<file path="src/rtl/dac_spi_tx.sv">
// SPI transmitter for a 12-bit DAC: shifts {0, BUF, 1x gain, active, sample}, then pulses LDAC.
// Optional feature: define DAC_PENDING_EN for a one-deep pending sample buffer.
module dac_spi_tx #(
   parameter int unsigned CLK_DIV = 2,
   parameter logic        BUF_BIT = 1'b0
) (
   input  logic        clk,
   input  logic        reset_n,
   input  logic [11:0] sample,
   input  logic        update,
   output logic        dac_sclk,
   output logic        dac_mosi,
   output logic        dac_cs_n,
   output logic        dac_ldac_n,
   output logic        busy,
   output logic        frame_done,
   output logic        overrun
);

   typedef enum logic [1:0] {S_IDLE, S_SHIFT, S_CS_HI, S_LDAC} state_t;

   localparam logic [7:0] LAST = 8'(CLK_DIV - 1);

   state_t      state_q;
   logic [7:0]  cnt_q;
   logic [3:0]  bit_q;
   logic [15:0] shift_q;
   logic        sclk_q, mosi_q, cs_n_q, ldac_n_q, busy_q, done_q, ovr_q;
   logic        start_d;
   logic [15:0] word_d;

   function automatic logic [15:0] frame_word(input logic [11:0] s);
      return {1'b0, BUF_BIT, 2'b11, s};
   endfunction

`ifdef DAC_PENDING_EN
   logic [11:0] pend_q;
   logic        pend_vld_q;
   logic        last_ldac;

   assign last_ldac = (state_q == S_LDAC) && (cnt_q == LAST);

   // A frame starts from idle, or back-to-back out of the last LDAC cycle.
   always_comb begin
      start_d = 1'b0;
      word_d  = frame_word(sample);
      if (state_q == S_IDLE && update) begin
         start_d = 1'b1;
      end else if (last_ldac && (pend_vld_q || update)) begin
         start_d = 1'b1;
         if (pend_vld_q) word_d = frame_word(pend_q);
      end
   end

   always_ff @(posedge clk or negedge reset_n) begin
      if (!reset_n) begin
         pend_q     <= 12'h000;
         pend_vld_q <= 1'b0;
         ovr_q      <= 1'b0;
      end else begin
         ovr_q <= 1'b0;
         if (update && state_q != S_IDLE) begin
            // An update in the last LDAC cycle with nothing pending goes straight out.
            if (!(last_ldac && !pend_vld_q)) begin
               pend_q     <= sample;
               pend_vld_q <= 1'b1;
               ovr_q      <= pend_vld_q && !last_ldac;
            end
         end else if (last_ldac) begin
            pend_vld_q <= 1'b0;
         end
      end
   end
`else
   always_comb begin
      start_d = (state_q == S_IDLE) && update;
      word_d  = frame_word(sample);
   end

   always_ff @(posedge clk or negedge reset_n) begin
      if (!reset_n) ovr_q <= 1'b0;
      else          ovr_q <= update && (state_q != S_IDLE);
   end
`endif

   always_ff @(posedge clk or negedge reset_n) begin
      if (!reset_n) begin
         state_q  <= S_IDLE;
         cnt_q    <= 8'd0;
         bit_q    <= 4'd0;
         shift_q  <= 16'h0000;
         sclk_q   <= 1'b0;
         mosi_q   <= 1'b0;
         cs_n_q   <= 1'b1;
         ldac_n_q <= 1'b1;
         busy_q   <= 1'b0;
         done_q   <= 1'b0;
      end else begin
         done_q <= 1'b0;
         if (start_d) begin
            state_q  <= S_SHIFT;
            cnt_q    <= 8'd0;
            bit_q    <= 4'd0;
            shift_q  <= word_d;
            mosi_q   <= word_d[15];
            sclk_q   <= 1'b0;
            cs_n_q   <= 1'b0;
            ldac_n_q <= 1'b1;
            busy_q   <= 1'b1;
         end else begin
            case (state_q)
               S_SHIFT: begin
                  if (cnt_q != LAST) begin
                     cnt_q <= cnt_q + 8'd1;
                  end else begin
                     cnt_q <= 8'd0;
                     if (!sclk_q) begin
                        sclk_q <= 1'b1;
                     end else begin
                        // Data only moves on the falling edge, so it is stable at every rise.
                        sclk_q <= 1'b0;
                        if (bit_q == 4'd15) begin
                           cs_n_q  <= 1'b1;
                           mosi_q  <= 1'b0;
                           state_q <= S_CS_HI;
                        end else begin
                           bit_q   <= bit_q + 4'd1;
                           shift_q <= {shift_q[14:0], 1'b0};
                           mosi_q  <= shift_q[14];
                        end
                     end
                  end
               end
               S_CS_HI: begin
                  if (cnt_q != LAST) begin
                     cnt_q <= cnt_q + 8'd1;
                  end else begin
                     cnt_q    <= 8'd0;
                     ldac_n_q <= 1'b0;
                     state_q  <= S_LDAC;
                     done_q   <= (LAST == 8'd0);
                  end
               end
               S_LDAC: begin
                  if (cnt_q != LAST) begin
                     cnt_q  <= cnt_q + 8'd1;
                     done_q <= (({1'b0, cnt_q} + 9'd1) == {1'b0, LAST});
                  end else begin
                     cnt_q    <= 8'd0;
                     ldac_n_q <= 1'b1;
                     busy_q   <= 1'b0;
                     state_q  <= S_IDLE;
                  end
               end
               default: begin
                  cnt_q <= 8'd0;
               end
            endcase
         end
      end
   end

   assign dac_sclk   = sclk_q;
   assign dac_mosi   = mosi_q;
   assign dac_cs_n   = cs_n_q;
   assign dac_ldac_n = ldac_n_q;
   assign busy       = busy_q;
   assign frame_done = done_q;
   assign overrun    = ovr_q;

endmodule

</file>
<file path="config.mk">
export PLATFORM = sky130hd
export DESIGN_NAME = dac_spi_tx
export DESIGN_NICKNAME = d
export VERILOG_FILES = /design/src/rtl/dac_spi_tx.sv
export SDC_FILE = /design/constraint.sdc
export NUM_CORES = 1
export LEC_CHECK = 0
export CAP_MARGIN = 40
export CORE_MARGIN = 3
export CORE_UTILIZATION = 55
export CTS_CLUSTER_SIZE = 30
export DETAILED_ROUTE_END_ITERATION = 12
export HOLD_SLACK_MARGIN = 0.05
export PLACE_DENSITY = 0.77
export SYNTH_ARGS = -nofsm -noshare
export SYNTH_HDL_FRONTEND = slang
export SYNTH_SLANG_ARGS = --single-unit
export TNS_END_PERCENT = 30
</file>
<file path="constraint.sdc">
create_clock -name clk -period 2.1 [get_ports clk]
set_clock_uncertainty 0.1 [all_clocks]
set_input_delay 0.525 -clock clk [delete_from_list [all_inputs] [get_ports clk]]
set_output_delay 0.525 -clock clk [all_outputs]
set_load 0.02 [all_outputs]
</file>
## After elaboration in Yosys (flattened, before gate mapping)

Cells that the tools add are included.

| cells by class | value |
|---|---|
| multiplexer cells | 43 |
| add/sub/neg operators | 3 |
| reductions and logical operators | 18 |
| equal/unequal tests | 13 |

Operators by type and width:

| cell | count |
|---|---|
| $mux 15 | 5 |
| $mux 8 | 3 |
| $mux 1 | 22 |
| $mux 4 | 5 |
| $ne 3x3->1 const B | 5 |
| $mux 2 | 6 |
| $reduce_bool 2->1 | 5 |
| $add 8x1->9 const B | 1 |
| $eq 9x1->1 const B | 1 |
| $add 8x1->8 const B | 1 |
| $ne 8x1->1 const B | 1 |
| $reduce_and 4->1 | 2 |
| $pmux 2 s3 | 1 |
| $reduce_and 3->1 | 2 |
| $reduce_and 6->1 | 1 |
| $add 4x1->4 const B | 1 |
| $eq 2x2->1 const B | 2 |
| $eq 4x4->1 const B | 1 |
| $ne 2x2->1 const B | 2 |
| $reduce_and 2->1 | 2 |
| $reduce_bool 4->1 | 1 |
| $reduce_bool 3->1 | 1 |
| $reduce_or 3->1 | 1 |
| $eq 2x1->1 const B | 1 |
| other kinds (3) | 4 |

| word-level totals | value |
|---|---|
| flip-flop bits (word level) | 36 |
| output and inout bits | 7 |
| word-level logic and storage cells | 88 |

## Depth between registers and ports, before layout

| depth | value |
|---|---|
| depth in word-level cells | 6 |
| depth in mapped cells | 8 |

## Worst setup path after synthesis

Ideal clock, no wire load.

| timing path | value |
|---|---|
| path kind | register to register |
| from | reg cnt_q[0] |
| to | reg cnt_q[2] |
| required time | 1.929 ns |
| slack | 0.295 ns |
| setup time | 0.071 ns |
| period minus slack after synthesis | 1.805 ns |
| cell stages (with the launch flop) | 8 |
| arrival time | 1.634 ns |
| path through | dfrtp_1 ha_1 nor3b_4 and2_2 clkbuf_2 or3_1 buf_2 nor2_1 |

| on the way | value |
|---|---|
| word-level cells in the longest chain between the ends | 4 |
| elaborated cells on any way between the ends | 5 |
| those cells by class | add/sub (1); eq/ne (1); mux (3) |

RTL lines:

| what | line | source |
|---|---|---|
| start: declaration | 25 | `logic [7:0] cnt_q;` |
| start signal: assignment | 114 | `cnt_q <= cnt_q + 8'd1;` |
| start signal: assignment | 136 | `cnt_q <= cnt_q + 8'd1;` |
| start signal: assignment | 146 | `cnt_q <= cnt_q + 8'd1;` |
| $add 8x1->8 or $ne 8x1->1 (tied branches) | n/a |  |
| $mux 8 * | 113, 135, 145 |  |
| $mux 8 * | n/a |  |
| $mux 8 * | 100 | `if (start_d) begin` |

Every way passes the cells marked *; elsewhere a longest branch is shown, timed or not.
A chain may end at the register's enable or synchronous reset.

## Worst setup path in the final report

| timing path | value |
|---|---|
| from | reg sclk_q (netlist: dac_sclk) |
| to | out dac_sclk |

RTL lines:

| what | line | source |
|---|---|---|
| start: declaration | 28 | `logic sclk_q, mosi_q, cs_n_q, ldac_n_q, busy_q, done_q, ovr_q;` |
| start signal: assignment | 92 | `sclk_q <= 1'b0;` |
| start signal: assignment | 106 | `sclk_q <= 1'b0;` |
| start signal: assignment | 118 | `sclk_q <= 1'b1;` |
| end: declaration | 11 | `output logic dac_sclk,` |

No word-level cell between the ends.

==> flow_summary_export.csv <==
group,metric,value,unit
routing,via_count,1364,
critical_path,crit_buf_inv,1,
placement,portBuffers,21,
power,internal-power,1.669,mW
clock_tree,cts_sinks,36,
critical_path,crit_arrival,1.40,ns
final_layout,final_util,0.7043,
placement,place_ws,0.1248,ns
timing,max_slew_margin,0.7053,
synth,ys_seq_elements,36,
synth,syn_area,1896,um2
clock_tree,htree_levels,2,
floorplan,rows,20,
clock_tree,clockBufferDepth,2,
timing,fmax,0.4950,GHz
global_route,antenna_found_initial,0,
power,powerDensity,1156,nW/um2
routing,routed_wl,3455,um
global_route,grt_pass1_vias,1379,
clock_tree,cts-root-buf,"clkbuf_4",
timing,tns,0,ns
floorplan,coreArea,3178,um2
synth,yosysWarnings,0,
critical_path,worst_path_max_delay_cell,"clkdlybuf4s50_1",
power,seqPwrFrac,0.422,
outcome,status,"finished clean",
final_layout,drive_above_1_share,0.1159,
final_layout,antennaDiodeCount,0,
power,p_leak,1.071,nW
timing,setup_viol,0,
global_route,grt-ovfl-total,0,
critical_path,end_kind,"output pin",
final_layout,n_fill_cell,260,
routing,dr.first_iter.drc_count,80,
critical_path,cp_max_fo,5,
critical_path,cp_slowest_stage_delay,0.63,ns
synth,synthTopCellsByArea,"dfrtp_1 (45%), mux2i_1 (7.9%), ha_1 (6.6%), nand2_1 (4.6%), o21ai_0 (4.0%)",
floorplan,initial_core_util,0.5965,
floorplan,dieHeight,64.71,um
timing,layout_setup_ws,0.07991,ns
critical_path,rrSetupSlack,0.13,ns
power,p_sw_frac,0.3551,
routing,drc,0,
clock_tree,clkLatencyLatePin,0.33,ns
routing,wire_per_inst,13.76,um
global_route,grt_first_pass_wirelength,5920,um
critical_path,cpLargestDelayFamily,"buffers and inverters",
placement,dpl.hpwl,2525,um
floorplan,die_w,64.71,um
final_layout,final_nets,231,
job,maxCapViolations,0,
global_route,grtUsageTotal,0.1777,
timing,period_minus_slack,2.020,ns
min_path,hold_path.class,"flip-flop to flip-flop",
synth,synth_top_area_frac,0.4488,
timing,slew_viol_final,0,
clock_tree,cts.clk_slew.worst_paths,0.11,ns
power,max-vdd-ir-drop,0.0005521,V
global_route,grt_max_degree,37,
timing,finalHoldViolCount,0,
synth,post_synth.cell_area_avg,10.36,um2
timing,min_period_over_period,0.9619,
critical_path,start_kind,"flip-flop",
routing,first_pass_iters,7,
floorplan,die_area,4187,um2
power,switchingPower,919.1,uW
clock_tree,cts-hold-fix-buffers,0,
synth,ys_types,42,
timing,grt_setup_unrepaired,"no",
clock_tree,post_cts_buffers,0,
routing,vias_per_cell,5.434,
synth,syn_inst,183,
routing,postRouteAntennaNets,0,
synth,synth_top_area_cell,"dfrtp_1",
final_layout,syn2layout_area_growth,18.09,%
critical_path,worstSetupPathType,"flip-flop to output pin",
power,comb_power_share,0.369,
synth,synth_seq_area_share,0.4766,
timing,max_slew.worst_pin.slew,0.4420,ns
placement,place_congestion,0.8679,
floorplan,ios,22,
clock_tree,cts_buffers,5,
critical_path,crit_path_cell_trace,"clkdlybuf4s50_1",
power,clkPwrFrac,0.209,
synth,syn_nets,208,
clock_tree,cts_tree,"yes",
critical_path,cp.required,1.47,ns
-- synth_stat cells --
library cell  instances
a21o_1                1
nor2_1               16
inv_1                 6
and3_1                1
nand4_2               1
ha_1                 10
nand4b_1              1
mux2_2                1
o21ai_0              15
or2_2                 1
buf_6                 3
nand2_1              23
buf_2                 2
or3_1                 3
a21oi_1               5
or3_2                 1
a31oi_1               1
a221o_1               1
nand3_1               8
and4_1                1
a21boi_0              1
o21a_1                1
clkbuf_2              1
xor2_1                6
and2_1                1
nor3_1                1
buf_4                 1
a22oi_1               1
nand4_1               3
nand3b_1              1
nor4_4                1
mux2i_1              15
and2_2                2
a2111oi_2             1
dfstp_2               2
a211oi_1              2
nor2b_1               1
nor3b_4               1
dfrtp_1              34
o211a_1               1
clkbuf_1              2
xnor2_1               3
-- cells in the final DEF, fill, tap and decap left out, drive strengths merged, types with 2 or more instances in the layout --
cell type,n
a211oi,2
a21oi,5
and2,3
buf,4
clkbuf,7
clkdlybuf4s50,19
dfrtp,34
dfstp,2
dlygate4sd2,2
ha,10
inv,6
mux2i,15
nand2,23
nand3,8
nand4,4
nor2,16
o21ai,15
or3,4
xnor2,3
xor2,6
-- through the flow --
step | instance area [um2] | cells | hold WS (ns) | power [mW]
floorplan | 1896 | 183 | 0.1294 | 1.778
global placement | 2140 | 243 | 0.3619 | 2.013
detailed placement | 2140 | 243 | 0.3698 | 2.072
CTS | 2232 | 251 | 0.3957 | 2.615
global route | 2238 | 251 | 0.4088 | 2.791
finish | 2238 | 251 | 0.3914 | 2.588
-- cell type report --
type / instances / area (um2) / share of cell area
Tap cell: 44 / 55.05 / 0.02459
Inverter: 6 / 22.52 / 0.01006
Clock buffer: 7 / 65.06 / 0.02907
Multi-Input combinational cell: 132 / 908.4 / 0.4058
Clock inverter: 1 / 30.03 / 0.01342
Timing Repair Buffer: 25 / 254.0 / 0.1135
Sequential cell: 36 / 903.4 / 0.4036
-- layer usage --
metal  wire [um]  GRT usage  part of all wire
met1        1530     0.2056              0.44
met2        1757     0.3206              0.51
met3         142    0.04679             0.041
met4          25    0.05013            0.0072
met5           0          0                 0
-- worst paths after layout --
path                                 start       end  cells past startpoint
min in group asynchronous          reset_n   overrun                      2
worst max register to register  state_q[1]  bit_q[3]                      6
worst min register to register        busy      busy                      1
worst max-delay path              dac_sclk  dac_sclk                      1
max in group asynchronous          reset_n  dac_cs_n                      2
worst min-delay path                  busy      busy                      1
-- registers in the layout (all words and copies together) (netlist names) --
register	cells
shift_q	15
cnt_q	8
bit_q	4
state_q	2
busy	1
dac_cs_n	1
dac_ldac_n	1
dac_mosi	1
dac_sclk	1
frame_done	1
overrun	1
-- what timing repair did --
action | in CTS | in global routing
resized for setup | 2 | 2
endpoints found under the setup margin | 2 | 2
cloned | 0 | 0
pin swaps | 0 | 0
-- worst reg2reg max path, delay by kind of cell (launching register included) --
family | cells | cell delay (ns)
compound gates | 1 | 0.14
fa+ha+maj | 1 | 0.23
buf+inv | 1 | 0.14
flops | 1 | 0.44
simple gates | 3 | 0.85
-- logic make-up after synthesis --
group,synth area share
AO/OA/AOI/OAI,0.09835
XOR/XNOR,0.04159
adder cells (fa/ha/maj),0.06601
buffers and inverters,0.04554
flip-flops,0.4766
multiplexers,0.08515
AND/OR/NAND/NOR,0.1868
-- power by group through the flow --
stage	Clock [mW]	Combinational, mW	Sequential (mW)
after floorplan	0	0.670	1.11
after global placement	0	0.925	1.09
after detailed placement	0	0.968	1.10
after CTS	0.560	0.964	1.09
after global routing	0.589	1.08	1.12
final	0.541	0.956	1.09
No activity file was read; power rests on OpenSTA's default activity.
